===== src/rtl/multdiv_unit.sv =====
// Iterative signed multiply / restoring divide unit for the execute stage.
// Latency: data_resultRDY pulses WIDTH+1 cycles after the start edge; one op in flight.
// Backpressure: none accepted; busy stalls the pipeline, a new start abandons any op in flight.
//
// Ports:
//   clk, clr                     clock (rising edge), async active-high reset
//   ctrl_MULT, ctrl_DIV          start strobes, sampled at posedge (multiply wins if both)
//   data_operandA/B              multiplicand/dividend, multiplier/divisor (latched at start)
//   data_result, data_exception  low product bits / quotient, overflow or divide-by-zero
//   data_resultRDY               one-cycle pulse when result/exception update
//   busy                         operation in progress
module multdiv_unit #(
  parameter int WIDTH = 32
) (
  input  logic             clk,
  input  logic             clr,
  input  logic             ctrl_MULT,
  input  logic             ctrl_DIV,
  input  logic [WIDTH-1:0] data_operandA,
  input  logic [WIDTH-1:0] data_operandB,
  output logic [WIDTH-1:0] data_result,
  output logic             data_exception,
  output logic             data_resultRDY,
  output logic             busy
);

  localparam int CW = $clog2(WIDTH) + 1;
  localparam logic [CW-1:0] LAST = CW'(WIDTH - 1);

  typedef enum logic [1:0] {IDLE, MUL, DIV, FIX} state_t;

  state_t           r_state, w_state_nxt;
  logic             w_start, w_done;
  logic [CW-1:0]    r_cnt;
  // r_acc: product high half / partial remainder
  // r_lo : multiplier shifting out, product low half / dividend shifting out, quotient in
  // r_mb : multiplicand or divisor magnitude
  logic [WIDTH-1:0] r_acc, r_lo, r_mb;
  logic             r_neg, r_div, r_bzero;

  // Magnitudes as unsigned WIDTH bits: -2^(W-1) maps to 2^(W-1), which still fits.
  logic [WIDTH-1:0] w_mag_a, w_mag_b;
  assign w_mag_a = data_operandA[WIDTH-1] ? (~data_operandA + 1'b1) : data_operandA;
  assign w_mag_b = data_operandB[WIDTH-1] ? (~data_operandB + 1'b1) : data_operandB;

  assign w_start = ctrl_MULT | ctrl_DIV;
  assign busy    = (r_state != IDLE);

  // Shift-add step: conditionally add multiplicand to the high half, then shift
  // the {carry, high, low} pair right by one.
  logic [WIDTH-1:0] w_addend;
  logic [WIDTH:0]   w_mul_sum;
  assign w_addend  = r_lo[0] ? r_mb : '0;
  assign w_mul_sum = {1'b0, r_acc} + {1'b0, w_addend};

  // Restoring step: shift next dividend bit into the remainder and subtract if it fits.
  logic [WIDTH:0] w_div_shift, w_div_diff;
  logic           w_div_ge;
  assign w_div_shift = {r_acc, r_lo[WIDTH-1]};
  assign w_div_ge    = (w_div_shift >= {1'b0, r_mb});
  assign w_div_diff  = w_div_shift - {1'b0, r_mb};

  // Sign correction applied in FIX.
  logic [2*WIDTH-1:0] w_prod_mag, w_prod;
  logic [WIDTH:0]     w_prod_top;
  logic               w_mul_exc;
  logic [WIDTH-1:0]   w_quot;
  logic               w_div_exc;
  assign w_prod_mag = {r_acc, r_lo};
  assign w_prod     = r_neg ? -w_prod_mag : w_prod_mag;
  assign w_prod_top = w_prod[2*WIDTH-1:WIDTH-1];
  assign w_mul_exc  = ~((&w_prod_top) | ~(|w_prod_top));
  // A zero quotient stays positive; the only unsigned magnitude that cannot be
  // represented positively is 2^(W-1) (from -2^(W-1) / -1).
  assign w_quot     = (r_neg && (|r_lo)) ? -r_lo : r_lo;
  assign w_div_exc  = r_bzero | (~r_neg & r_lo[WIDTH-1]);

  always_ff @(posedge clk or posedge clr) begin
    if (clr) r_state <= IDLE;
    else     r_state <= w_state_nxt;
  end

  always_comb begin
    w_state_nxt = r_state;
    w_done      = 1'b0;
    if (w_start) begin
      // A start in any state, including FIX, replaces the op in flight.
      w_state_nxt = ctrl_MULT ? MUL : DIV;
    end else begin
      case (r_state)
        MUL, DIV: if (r_cnt == LAST) w_state_nxt = FIX;
        FIX: begin
          w_state_nxt = IDLE;
          w_done      = 1'b1;
        end
        default: ;
      endcase
    end
  end

  always_ff @(posedge clk or posedge clr) begin
    if (clr) begin
      r_cnt          <= '0;
      r_acc          <= '0;
      r_lo           <= '0;
      r_mb           <= '0;
      r_neg          <= 1'b0;
      r_div          <= 1'b0;
      r_bzero        <= 1'b0;
      data_result    <= '0;
      data_exception <= 1'b0;
      data_resultRDY <= 1'b0;
    end else begin
      data_resultRDY <= w_done;
      if (w_start) begin
        r_cnt   <= '0;
        r_acc   <= '0;
        r_neg   <= data_operandA[WIDTH-1] ^ data_operandB[WIDTH-1];
        r_div   <= ~ctrl_MULT;
        r_bzero <= ~(|data_operandB);
        if (ctrl_MULT) begin
          r_lo <= w_mag_b;
          r_mb <= w_mag_a;
        end else begin
          r_lo <= w_mag_a;
          r_mb <= w_mag_b;
        end
      end else begin
        case (r_state)
          MUL: begin
            r_acc <= w_mul_sum[WIDTH:1];
            r_lo  <= {w_mul_sum[0], r_lo[WIDTH-1:1]};
            r_cnt <= r_cnt + CW'(1);
          end
          DIV: begin
            r_acc <= w_div_ge ? w_div_diff[WIDTH-1:0] : w_div_shift[WIDTH-1:0];
            r_lo  <= {r_lo[WIDTH-2:0], w_div_ge};
            r_cnt <= r_cnt + CW'(1);
          end
          FIX: begin
            if (r_div) begin
              data_result    <= r_bzero ? '0 : w_quot;
              data_exception <= w_div_exc;
            end else begin
              data_result    <= w_prod[WIDTH-1:0];
              data_exception <= w_mul_exc;
            end
          end
          default: ;
        endcase
      end
    end
  end

endmodule


===== config.mk =====
export PLATFORM = sky130hd
export DESIGN_NAME = multdiv_unit
export DESIGN_NICKNAME = d
export VERILOG_FILES = /design/src/rtl/multdiv_unit.sv
export SDC_FILE = /design/constraint.sdc
export NUM_CORES = 1
export LEC_CHECK = 0
export BUFFER_PORTS_ARGS = -buffer_cell sky130_fd_sc_hd__buf_2
export CORE_UTILIZATION = 57
export CTS_BUF_LIST = sky130_fd_sc_hd__clkbuf_4 sky130_fd_sc_hd__clkbuf_8
export CTS_CLUSTER_SIZE = 8
export DETAILED_ROUTE_END_ITERATION = 6
export GPL_TIMING_DRIVEN = 0
export PLACE_DENSITY = 0.78
export SETUP_SLACK_MARGIN = 0.1
export SYNTH_ARGS = -nofsm -noshare
export SYNTH_HDL_FRONTEND = slang
export SYNTH_SLANG_ARGS = --single-unit

===== constraint.sdc =====
create_clock -name clk -period 4.7 [get_ports clk]
set_input_delay 0.705 -clock clk [delete_from_list [all_inputs] [get_ports clk]]
set_output_delay 0.705 -clock clk [all_outputs]
set_load 0.01 [all_outputs]

==> impl_metrics.toml <==
[power_and_ir_drop]
total_power_mw = 4.46
power.leakage_nw = 6.37
powerDensity_nw_per_um2 = 300
ir_worst_vdd_uv = 169

[sta]
hold_slack_ps = 260
clock.fmax_ghz = 0.222
worst_slew_pin_slew_ps = 1150
layout_min_cycle_time_ps = 4510
drv_slew = 0
period_share_pct = 95.9
hold_viol = 0
setup-tns-final_ps = 0
fin_worst_skew_ps = 29.1
final-setup-viol-count = 0
relSlewSlack_pct = 22.6
setup_ws_ps = 191
rsz0062_at_grt = "no"

[global_route]
grt_pass1_wl_um = 77200
gr-total-overflow = 0
grtUsageMet3_pct = 8.11
antenna_found_initial = 0
grt_max_degree = 88
top_usage_layer = "met2"
grtUsageTotal_pct = 42.1
grt_pass1_vias = 13557
met1_usage_pct = 57.4
met2_usage_pct = 64.2

[critical_path]
end_kind = "flop"
ff2ff_path_depth = 14
critPathLaunchType = "flop"
crit_required_ps = 5070
path_class = "reg2reg"
cp_data_arrival_time_ps = 4880
cp_max_fo = 10

[finish]
regArea_um2 = 3530
multiInputGateArea_um2 = 9280
fin_cells = 2214
area_growth_pct = 10.6
final_nets = 2030
postLayoutCellArea_um2 = 14900
final_core_util_pct = 65.0
drive_gt1_share_pct = 9.31
antennaDiodeCount = 0
fillers = 2128

[floorplan]
design.die.area_um2 = 24200
coreArea_um2 = 22800
std_cell_rows = 55
die_h_um = 156
initial_core_util_pct = 58.8
fp.dieW_um = 156
io_pins = 103

[place]
gp_congestion = 1.00
place_area_um2 = 14400
dp_slack_ps = -511
port_buffers = 101
hpwl_um = 39400
post-place-cells = 2182

[logic_synthesis]
yosys_most_used_dff = "dfrtp_1"
synth.avg_cell_area_um2 = 7.60
ys_types = 76
synth-async-reset-ratio_pct = 100
yosysWarnings = 0
synth_area_um2 = 13400
synth-edff-count = 0
syn_inst = 1767
ys_ff_latch = 141
syn_nets = 1909
synth_sequential_area_ratio_pct = 26.3

[flow_run]
cap_violations = 0

[route]
drt_iter0_drc = 1785
drt_first_pass_iters = 7
drt-total-wl_um = 50500
remaining_drc_errors = 0
post_drt_wl_per_cell_um = 22.8
ant_nets = 0
via_count = 14743
viasPerCell = 6.66

[clock_tree]
cts.clk_slew.worst_paths_ps = 120
cts_tree = "built"
clk_latency_ps = 480
cts_setup_buffers = 0
clk_path_buf_depth = 2
cts_num_sinks = 141
cts_made_buffers = 17
htreeDepth = 4
cts-root-buf = "clkbuf_8"

[min_path]
worstHoldPathType = "in2async"

[run_status]
status = "finished, final reports clean"
-- report_power, final --
| group | switching [mW] | total (mW) | internal (mW) |
|---|---|---|---|
| Combinational | 1.15 | 1.82 | 0.664 |
| Clock | 0.650 | 1.07 | 0.415 |
| Sequential | 0.182 | 1.57 | 1.39 |
-- Yosys cell counts, types with 10 or more instances --
| master | count | share of area (%) |
|---|---|---|
| o21a_1 | 12 | 0.67 |
| a22oi_1 | 12 | 0.67 |
| o41ai_1 | 23 | 1.5 |
| o22ai_1 | 19 | 0.88 |
| a31oi_1 | 21 | 0.98 |
| nand2b_1 | 22 | 1.0 |
| a21oi_1 | 137 | 5.1 |
| o221ai_1 | 19 | 1.2 |
| nand3_1 | 40 | 1.5 |
| nand4_1 | 17 | 0.79 |
| nor2b_1 | 13 | 0.61 |
| mux2i_1 | 34 | 2.5 |
| nor2_1 | 181 | 5.1 |
| and2_1 | 11 | 0.51 |
| nor3_1 | 37 | 1.4 |
| o31ai_1 | 42 | 2.3 |
| or4_1 | 25 | 1.4 |
| o21ai_0 | 161 | 6.0 |
| xor2_1 | 59 | 3.8 |
| nand2_1 | 183 | 5.1 |
| o211ai_1 | 12 | 0.67 |
| o21bai_1 | 10 | 0.56 |
| a21o_1 | 22 | 1.2 |
| a211oi_1 | 18 | 1.0 |
| ha_1 | 72 | 6.7 |
| inv_1 | 69 | 1.9 |
| nor4_1 | 18 | 0.84 |
| clkbuf_1 | 98 | 2.7 |
| or3_1 | 21 | 0.98 |
| a221oi_1 | 10 | 0.65 |
| dfrtp_1 | 141 | 26 |
| xnor2_1 | 90 | 5.9 |
-- critical path, stage by stage (launching register included) --
cell	delay [ps]
dfrtp_1	490
inv_2	220
clkbuf_4	290
ha_1	210
or3b_2	570
nor2_4	190
nand4_1	230
buf_2	280
o31ai_1	260
xnor2_1	200
nand2_1	100
or4_1	600
a2111oi_0	410
a31oi_1	170
a21o_1	180
-- layer usage --
metal / share of wire (%) / up-vias / wire [um]
met5: 0 / - / 0
met4: 4.8 / 0 / 2450
met3: 12 / 139 / 5970
met2: 43 / 946 / 21500
met1: 41 / 6954 / 20600
li1: - / 6704 / -
-- path summary, 6_finish.rpt --
check	start	endpoint	slack [ps]
min in group clk	data_result[31]$_DFFE_PP0P_	data_result[31]$_DFFE_PP0P_	480
hold / removal	clr	r_mb[21]$_DFFE_PP0N_	260
hold reg to reg	data_result[31]$_DFFE_PP0P_	data_result[31]$_DFFE_PP0P_	480
max in group asynchronous	clr	r_acc[0]$_DFFE_PP0P_	3570
setup reg to reg	r_lo[0]$_DFFE_PP0P_	data_exception$_DFFE_PP0P_	190
setup / recovery	r_lo[0]$_DFFE_PP0P_	data_exception$_DFFE_PP0P_	190
-- cells by family (layout without fill, tap and decap cells) --
logic type | Yosys count | count (layout) | synth area share [%]
AOI/OAI and AO/OA | 573 | 573 | 27.1
buffers and inverters | 180 | 314 | 5.12
muxes | 42 | 42 | 3.20
DFF | 141 | 141 | 26.3
adders and majority gates | 74 | 74 | 7.00
and+or+nand+nor | 608 | 608 | 21.6
xor gates and xnor gates | 149 | 149 | 9.71
-- area by class of cell --
type	count	share of cell area [%]
well taps	313	2.64
clock buffers	17	1.57
flip-flops and latches	141	23.7
multi-input cells	1446	62.4
clock inverters	15	1.32
repair buffers	102	3.59
plain buffers	110	2.91
inverters	70	1.80
-- what timing repair did --
item	in CTS	in global routing
endpoints found under the setup margin	7	5
gates cloned	0	0
resized for setup	8	9
hold buffers	0	0
-- sequential cells by signal, indices dropped and copies added (netlist names) --
register        cells
data_result        32
r_acc              32
r_lo               32
r_mb               32
r_cnt               6
r_state             2
data_exception      1
data_resultRDY      1
r_bzero             1
r_div               1
r_neg               1
-- cells in the final DEF, fill, tap and decap left out, types with 18 or more instances in the layout --
cell / synthesis / layout
mux2i_1: 34 / 34
a21oi_1: 137 / 137
nor2_1: 181 / 180
nand2_1: 183 / 183
clkbuf_1: 98 / 95
dfrtp_1: 141 / 141
o21ai_0: 161 / 161
a31oi_1: 21 / 21
o221ai_1: 19 / 19
ha_1: 72 / 72
a211oi_1: 18 / 18
buf_2: 4 / 106
nor3_1: 37 / 37
nand3_1: 40 / 39
o31ai_1: 42 / 41
inv_1: 69 / 67
xnor2_1: 90 / 90
a21o_1: 22 / 22
o41ai_1: 23 / 22
xor2_1: 59 / 59
o22ai_1: 19 / 19
or3_1: 21 / 21
nand2b_1: 22 / 22
or4_1: 25 / 25
No activity file was read; power rests on OpenSTA's default activity.
